--- src/rtl/gate_array_seq_if.sv ---
// Operand/result handshake bundle for gate_array_seq.
// The master drives operands and consumes results.
interface gate_array_seq_if #(
  parameter int WIDTH = 8
);
  logic             in_valid;
  logic             in_ready;
  logic [WIDTH-1:0] a;
  logic [WIDTH-1:0] b;
  logic [2:0]       op;
  logic             out_valid;
  logic             out_ready;
  logic [WIDTH-1:0] y;

  modport master (
    output in_valid, a, b, op, out_ready,
    input  in_ready, out_valid, y
  );

  modport slave (
    input  in_valid, a, b, op, out_ready,
    output in_ready, out_valid, y
  );
endinterface

--- src/rtl/gate_array_seq.sv ---
// WIDTH-bit registered bitwise logic unit with eight operations
// and a built-in 32-vector truth-table sweep producing a signature.
module gate_array_seq #(
  parameter int WIDTH = 8,
  parameter int SIG_W = $clog2(32*WIDTH+1)
) (
  input  logic             clk,
  input  logic             rst_n,
  gate_array_seq_if.slave  bus,
  input  logic             sweep_start,
  output logic             sweep_busy,
  output logic             sweep_done,
  output logic [SIG_W-1:0] sweep_sig
);

  typedef enum logic [1:0] {
    S_IDLE,
    S_SWEEP,
    S_DONE
  } state_t;

  function automatic logic [WIDTH-1:0] f_op(
    input logic [2:0]       op,
    input logic [WIDTH-1:0] a,
    input logic [WIDTH-1:0] b
  );
    logic [WIDTH-1:0] r;
    r = '0;
    unique case (1'b1)
      (op == 3'd0): r = a & b;
      (op == 3'd1): r = a | b;
      (op == 3'd2): r = a ^ b;
      (op == 3'd3): r = ~(a & b);
      (op == 3'd4): r = ~(a | b);
      (op == 3'd5): r = ~(a ^ b);
      (op == 3'd6): r = ~a;
      (op == 3'd7): r = a & ~b;
    endcase
    return r;
  endfunction

  function automatic logic [SIG_W-1:0] popcnt(
    input logic [WIDTH-1:0] v
  );
    logic [SIG_W-1:0] r;
    r = '0;
    for (int i = 0; i < WIDTH; i++)
      r = r + SIG_W'(v[i]);
    return r;
  endfunction

  state_t           r_state;
  state_t           w_next;
  logic [4:0]       r_k;
  logic [SIG_W-1:0] r_sig;
  logic [WIDTH-1:0] r_y;
  logic             r_vld;

  logic             w_in_ready;
  logic             w_accept;
  logic             w_drain;
  logic             w_start;
  logic [WIDTH-1:0] w_sw_y;
  logic [WIDTH-1:0] w_y;

  assign w_in_ready = (r_state == S_IDLE) && !sweep_start
                    && (!r_vld || bus.out_ready);
  assign w_accept   = bus.in_valid && w_in_ready;
  assign w_drain    = r_vld && bus.out_ready;
  // A pending result blocks sweep entry so y stays coherent.
  assign w_start    = (r_state == S_IDLE) && sweep_start && !r_vld;

  assign w_y    = f_op(bus.op, bus.a, bus.b);
  assign w_sw_y = f_op(r_k[4:2], {WIDTH{r_k[1]}}, {WIDTH{r_k[0]}});

  always_comb begin
    w_next = r_state;
    unique case (r_state)
      S_IDLE:  if (w_start) w_next = S_SWEEP;
      S_SWEEP: if (r_k == 5'd31) w_next = S_DONE;
      S_DONE:  w_next = S_IDLE;
      default: w_next = S_IDLE;
    endcase
  end

  always_ff @(posedge clk or negedge rst_n) begin
    if (!rst_n) begin
      r_state <= S_IDLE;
    end else begin
      r_state <= w_next;
    end
  end

  always_ff @(posedge clk or negedge rst_n) begin
    if (!rst_n) begin
      r_y   <= '0;
      r_vld <= 1'b0;
    end else if (w_accept) begin
      r_y   <= w_y;
      r_vld <= 1'b1;
    end else if (w_drain) begin
      r_vld <= 1'b0;
    end
  end

  always_ff @(posedge clk or negedge rst_n) begin
    if (!rst_n) begin
      r_k   <= '0;
      r_sig <= '0;
    end else if (w_start) begin
      r_k   <= '0;
      r_sig <= '0;
    end else if (r_state == S_SWEEP) begin
      r_k   <= r_k + 5'd1;
      r_sig <= r_sig + popcnt(w_sw_y);
    end
  end

  assign bus.in_ready  = w_in_ready;
  assign bus.out_valid = r_vld;
  assign bus.y         = r_y;
  assign sweep_busy    = (r_state == S_SWEEP);
  assign sweep_done    = (r_state == S_DONE);
  assign sweep_sig     = r_sig;

endmodule

--- src/flat_wrapper.sv ---
// flat-port wrapper written by rule: the top's interface ports become plain ports
module gate_array_seq_flat 
#(
  parameter int WIDTH = 8,
  parameter int SIG_W = $clog2(32*WIDTH+1)
)
  (clk, rst_n, sweep_start, sweep_busy, sweep_done, sweep_sig, bus_in_valid, bus_a, bus_b, bus_op, bus_out_ready, bus_in_ready, bus_out_valid, bus_y);
  gate_array_seq_if #(.WIDTH(WIDTH)) bus_i ();
  input  logic clk;
  input  logic rst_n;
  input  logic sweep_start;
  output logic sweep_busy;
  output logic sweep_done;
  output logic [SIG_W-1:0] sweep_sig;
  input wire logic [$bits(bus_i.in_valid)-1:0] bus_in_valid;
  input wire logic [$bits(bus_i.a)-1:0] bus_a;
  input wire logic [$bits(bus_i.b)-1:0] bus_b;
  input wire logic [$bits(bus_i.op)-1:0] bus_op;
  input wire logic [$bits(bus_i.out_ready)-1:0] bus_out_ready;
  output wire logic [$bits(bus_i.in_ready)-1:0] bus_in_ready;
  output wire logic [$bits(bus_i.out_valid)-1:0] bus_out_valid;
  output wire logic [$bits(bus_i.y)-1:0] bus_y;
  assign bus_i.in_valid = bus_in_valid;
  assign bus_i.a = bus_a;
  assign bus_i.b = bus_b;
  assign bus_i.op = bus_op;
  assign bus_i.out_ready = bus_out_ready;
  assign bus_in_ready = bus_i.in_ready;
  assign bus_out_valid = bus_i.out_valid;
  assign bus_y = bus_i.y;
  gate_array_seq #(.WIDTH(WIDTH), .SIG_W(SIG_W)) u_core (.clk(clk), .rst_n(rst_n), .bus(bus_i), .sweep_start(sweep_start), .sweep_busy(sweep_busy), .sweep_done(sweep_done), .sweep_sig(sweep_sig));
endmodule
--- config.mk ---
export PLATFORM = sky130hd
export DESIGN_NAME = gate_array_seq_flat
export DESIGN_NICKNAME = d
export VERILOG_FILES = /design/src/rtl/gate_array_seq_if.sv /design/src/rtl/gate_array_seq.sv /design/src/flat_wrapper.sv
export SDC_FILE = /design/constraint.sdc
export NUM_CORES = 1
export LEC_CHECK = 0
export BUFFER_PORTS_ARGS = -buffer_cell sky130_fd_sc_hd__buf_2
export CAP_MARGIN = 20
export CORE_UTILIZATION = 47
export DETAILED_ROUTE_END_ITERATION = 12
export HOLD_SLACK_MARGIN = 0.08
export PLACE_DENSITY = 0.7
export RECOVER_POWER = 100
export SYNTH_ARGS = -nofsm -noshare
export SYNTH_HDL_FRONTEND = slang
export SYNTH_SLANG_ARGS = --single-unit
--- constraint.sdc ---
create_clock -name clk -period 6.9 [get_ports clk]
set_input_delay 1.38 -clock clk [delete_from_list [all_inputs] [get_ports clk]]
set_output_delay 1.38 -clock clk [all_outputs]
set_load 0.005 [all_outputs]
==> flow_summary.yaml, run 1 <==
die:
  die_x_um: 69.6
  start_util_pct: 48.9
  io_pins: 45
  rows: 24
  die-area_sq_um: 4840
  core_area_sq_um: 4380
  chipHeight_um: 69.6
sta:
  setup_ws_ns: 2.75
  slew_headroom_pct: 17.5
  period_share_pct: 60.1
  drv_slew: 0
  final.min_clock_period_ns: 4.15
  fin_skew_ns: 0.00111
  grt_setup_unrepaired: "no"
  setup_viol_count_final: 0
  hold_slack_ns: 0.484
  finalHoldViolCount: 0
  max_freq_mhz: 241
  fin_setup_tns_ns: 0
  worstMarginPinSlew_ns: 1.24
clocking:
  cts_tree: "yes"
  h-tree-depth: 1
  clock_latency_ns: 0.26
  cts_buffer_depth: 2
  cts_setup_buffers: 0
  cts_buffers: 3
  cts.repair.resized: 0
  cts_root_buf: "clkbuf_8"
  cts_sinks: 23
  clk_pin_slew_ns: 0.08
  postCtsHoldBufs: 0
run_status:
  outcome: "finished clean"
synthesis:
  synth-async-reset-ratio_pct: 100
  synth_xor_area_share_pct: 1.22
  synth_seq_area_share_pct: 26.8
  synth_simple_gate_area_share_pct: 18.3
  avgSynthCellArea_sq_um: 8.72
  synth.area.mux_share_pct: 7.00
  synth-compound-area-share_pct: 19.4
  syn_inst: 246
  synth_top_family_by_area: "compound AO/OA/AOI/OAI gates"
  synth_edf_count: 0
  synthAdderAreaFrac_pct: 17.8
  synth_warnings: 0
  ys_types: 42
  yosys_most_used_dff: "dfrtp_1"
  ys_seq_elements: 23
  mappedNetlistArea_sq_um: 2150
min_path:
  hp-class: "reg2reg"
  min_path_cells: 2
  hold_start: "u_core.bus.y[2]$_DFFE_PN0P_"
global_routing:
  grt_overflow: 0
  antenna_found_initial: 0
  grt_max_degree: 28
  grt_pass1_wl_mm: 6.92
  grt_pass1_vias: 1602
  grt_use_total_pct: 17.2
placed_design:
  dp_cells: 329
  io_buffers: 42
  gp_congestion: 0.798
  dp_hpwl_mm: 3.02
  place_ws_ns: 3.55
worst_setup_path:
  worst_setup_path_end_kind: "flop"
  rr_worst_depth: 12
  critical_path.max_fanout: 27
  reg2reg_from: "u_core.r_k[0]$_DFFE_PN0P_"
  crit_start: "bus_op[0]"
  cp_data_arrival_time_ns: 4.30
  start_kind: "input port"
  cp.required_ns: 7.05
  critical_path_class: "in2reg"
routing:
  via_per_inst: 5.26
  routed_wl_mm: 3.98
  drc: 0
  ant_nets: 0
  first_pass_iters: 6
  first_iter_violations: 79
  dr_total_vias: 1752
  wl_per_cell_um: 12.0
cells_and_area:
  layout_commonest_cell: "buf_2"
  syn_to_final_growth_pct: 8.45
  multi_input_area_sq_um: 1330
  drive_gt1_share_pct: 15.7
  num_antenna_cells: 0
  fillers: 445
  seqCellArea_sq_um: 576
  fin_util_pct: 53.1
  nets: 336
  finalNonFillerCells: 333
  final_cell_mix: "31 x buf_2, 29 x inv_1, 29 x ha_1"
power_and_ir_drop:
  ir_drop_mv: 0.107
  power_density_nw_per_um2: 273
  p_leak_nw: 1.17
job:
  cap_violations: 0
-- power by group --
part           internal [mW]  switching [mW]
clock                 0.0403          0.0430
sequential             0.192          0.0526
combinational          0.141           0.167
total                  0.373           0.263
-- worst max-delay path, cell delays in order --
cell        delay (ns)
clkbuf_1          0.72
clkinvlp_2        0.98
o2bb2ai_1         0.36
a221oi_1          0.40
o21ai_0           0.15
a221o_1           0.30
-- final cells by class --
type                            count  area share (%)
Sequential cell                    23            24.7
Clock buffer                        3            1.77
Multi-Input combinational cell    181            56.9
Tap cell                           52            2.80
Timing Repair Buffer               43            8.66
Clock inverter                      1           0.215
Inverter                           30            4.89
-- cells by family after synthesis --
logic type      Yosys count
xor+xnor                  3
mux                       8
compound gates           60
fa+ha+maj                30
simple gates             78
flops                    23
buf+inv                  43
other cells               1
-- cell usage after synthesis, types with 5 or more instances --
| cell | n | area (sq um) |
|---|---|---|
| inv_1 | 29 | 109 |
| or3_1 | 5 | 31.3 |
| nand2_1 | 27 | 101 |
| nor2b_1 | 7 | 43.8 |
| dfrtp_1 | 23 | 576 |
| nor2_1 | 13 | 48.8 |
| ha_1 | 29 | 363 |
| a211oi_1 | 7 | 52.6 |
| nand2b_1 | 7 | 43.8 |
| a21oi_1 | 22 | 110 |
| nand3_1 | 6 | 30.0 |
| o21ai_0 | 15 | 75.1 |
-- per-stage QoR --
step / instance area [sq um] / total power [mW]
after global routing: 2330 / 0.697
after global placement: 2350 / 0.582
final: 2330 / 0.636
after floorplan: 2150 / 0.493
after CTS: 2400 / 0.678
after detailed placement: 2350 / 0.594
-- per-layer routing --
layer	GRT usage, %	wire, um
met1	23.0	1990
met2	29.3	1810
met3	1.89	119
met4	4.99	59
met5	0	0
-- registers in the layout, summed over array words and instances, names as in the netlist --
signal	flops
u_core.sweep_sig	7
u_core.bus.y	8
u_core.bus.out_valid	1
u_core.r_state	2
u_core.r_k	5
-- final timing paths --
| path | slack, ns | end |
|---|---|---|
| setup reg to reg | 3.84 | u_core.sweep_sig[5]$_DFFE_PN0P_ |
| hold reg to reg | 0.48 | u_core.bus.y[2]$_DFFE_PN0P_ |
| min in group asynchronous | 1.36 | u_core.sweep_sig[3]$_DFFE_PN0P_ |
| setup / recovery | 2.75 | u_core.bus.y[7]$_DFFE_PN0P_ |
| max in group asynchronous | 4.82 | u_core.sweep_sig[8]$_DFFE_PN0P_ |
| hold / removal | 0.48 | u_core.bus.y[2]$_DFFE_PN0P_ |
No activity file was read; power rests on OpenSTA's default activity.
==> inputs of run 2 (changes only) <==
Settings changed: PLACE_DENSITY 0.7 to 0.73.
Clock period 6.9 ns to 3.8 ns, I/O delays scaled along.
==> run 2 against run 1 <==
  * First-iteration DRC count increased by 10%
  * Global-route usage is 0.62 points higher
  * Clock skew grew 0.0015 ns
  * Design area rose by 0.97%
  * Power up 84%
  * Register-to-register slack lost 2.8 ns
  * Routed wire length up 1.8%
  * Flip-flop and latch count unchanged
  * Core utilization up 0.51 points
  * Clock power increased by 81%
  * Via count grew 2.3%
  * Final cell count unchanged
  * Critical path type is now reg2reg
  * Largest power group unchanged
==> flow_summary.yaml, run 2 (synthesized netlist as in run 1, its figures left out) <==
run_status:
  outcome: "finished clean"
global_routing:
  antenna_found_initial: 0
  grt_pass1_vias: 1683
  grt_max_degree: 28
  grt_pass1_wl_mm: 7.13
  grt_overflow: 0
  grt_use_total_pct: 17.8
clocking:
  h-tree-depth: 1
  cts_setup_buffers: 0
  clock_latency_ns: 0.26
  cts_root_buf: "clkbuf_8"
  cts_sinks: 23
  clk_pin_slew_ns: 0.08
  cts.repair.resized: 0
  cts_buffer_depth: 2
  cts_tree: "yes"
  postCtsHoldBufs: 0
  cts_buffers: 3
routing:
  first_iter_violations: 87
  dr_total_vias: 1792
  drc: 0
  via_per_inst: 5.38
  first_pass_iters: 4
  wl_per_cell_um: 12.2
  ant_nets: 0
  routed_wl_mm: 4.05
cells_and_area:
  num_antenna_cells: 0
  final_cell_mix: "34 x buf_2, 29 x inv_1, 29 x ha_1"
  fin_util_pct: 53.6
  final_area_sq_um: 2350
  drive_gt1_share_pct: 16.7
  largest_reg_flops: 8
  layout_commonest_cell: "buf_2"
  nets: 336
  syn_to_final_growth_pct: 9.50
power_and_ir_drop:
  p_leak_nw: 1.18
  power_density_nw_per_um2: 498
  ir_drop_mv: 0.160
min_path:
  min_to: "u_core.bus.y[1]$_DFFE_PN0P_"
  hp-class: "reg2reg"
  hold_start: "u_core.bus.y[1]$_DFFE_PN0P_"
  min_path_cells: 2
die:
  io_pins: 45
  core_area_sq_um: 4380
  die-area_sq_um: 4840
  chipHeight_um: 69.6
  rows: 24
  start_util_pct: 48.9
  die_x_um: 69.6
sta:
  setup_viol_count_final: 0
  grt_setup_unrepaired: "no"
  max_freq_mhz: 361
  drv_slew: 0
  slew_headroom_pct: 16.7
  finalHoldViolCount: 0
  final.min_clock_period_ns: 2.77
  period_share_pct: 72.9
  worstMarginPinSlew_ns: 1.25
  fin_skew_ns: 0.00261
  fin_setup_tns_ns: 0
worst_setup_path:
  rr_worst_depth: 12
  r2r-end: "u_core.sweep_sig[5]$_DFFE_PN0P_"
  critical_path_class: "reg2reg"
  critical_path.max_fanout: 5
  slowest_delay_ns: 0.54
  cp_slowest_cell: "o41ai_1"
  path_cells: "inv_1 > ha_1 > nor2b_1 > a2111oi_4 > nor3_1 > nand2_1 > inv_1 > ha_1 > nand2b_1 > o41ai_1 > nand3_2 > mux2i_1"
  cp_data_arrival_time_ns: 2.92
  r2r_slack_ns: 1.03
  worst_setup_path_end_kind: "flop"
  reg2reg_from: "u_core.r_k[1]$_DFFE_PN0P_"
  cp.required_ns: 3.95
  start_kind: "flop"
placed_design:
  detailed_place.area_sq_um: 2350
  io_buffers: 42
  dp_hpwl_mm: 3.14
  gp_congestion: 0.742
job:
  cap_violations: 0
==> run 2: how the worst max path moves through the flow <==
stage	startpoint	endpoint	cells past startpoint
finish	u_core.r_k[1]$_DFFE_PN0P_	u_core.sweep_sig[5]$_DFFE_PN0P_	12
global route	u_core.r_k[1]$_DFFE_PN0P_	u_core.sweep_sig[5]$_DFFE_PN0P_	12
CTS	u_core.r_k[1]$_DFFE_PN0P_	u_core.sweep_sig[5]$_DFFE_PN0P_	12
detailed placement	u_core.r_k[1]$_DFFE_PN0P_	u_core.sweep_sig[5]$_DFFE_PN0P_	12
global placement	u_core.r_k[1]$_DFFE_PN0P_	u_core.sweep_sig[5]$_DFFE_PN0P_	12
floorplan	u_core.r_k[1]$_DFFE_PN0P_	u_core.sweep_sig[5]$_DFFE_PN0P_	12
==> run 2: worst max-delay path, delay by kind of cell (launching register included) <==
family | cells | cell delay [ns]
AOI/OAI and AO/OA | 2 | 0.90
adders and majority gates | 2 | 0.46
buffers and inverters | 2 | 0.16
DFF | 1 | 0.41
muxes | 1 | 0.14
and+or+nand+nor | 5 | 0.58
==> run 2: report_power, final <==
group          total (mW)  internal [mW]  switching (mW)
Clock               0.151         0.0749          0.0757
Sequential          0.453          0.348           0.104
Combinational       0.566          0.263           0.303
Total                1.17          0.686           0.483
==> run 2: metrics by stage <==
stage                     std cells  total power [mW]  worst slack (ns)  hold WS (ns)
final                           333              1.17              1.03         0.494
after global routing            333              1.29             0.753         0.524
after detailed placement        329              1.07              1.24         0.481
after CTS                       333              1.23              1.22         0.468
after global placement          329              1.05              1.30         0.478
after floorplan                 247             0.896              1.41         0.464
==> run 2: layer usage <==
metal	vias to the layer above	GRT usage (%)	wire length, um
met2	40	30.7	1970
li1	916	-	-
met1	831	23.0	1910
met5	-	0	0
met4	0	6.58	57
met3	5	2.03	117
==> run 2: layout make-up <==
class / count / area [sq um]
fill: 427 / 2030
multi-input combinational: 181 / 1340
sequential: 23 / 576
timing repair buffer: 43 / 205
inverter: 30 / 115
tap: 52 / 65.1
clock buffer: 4 / 45.0
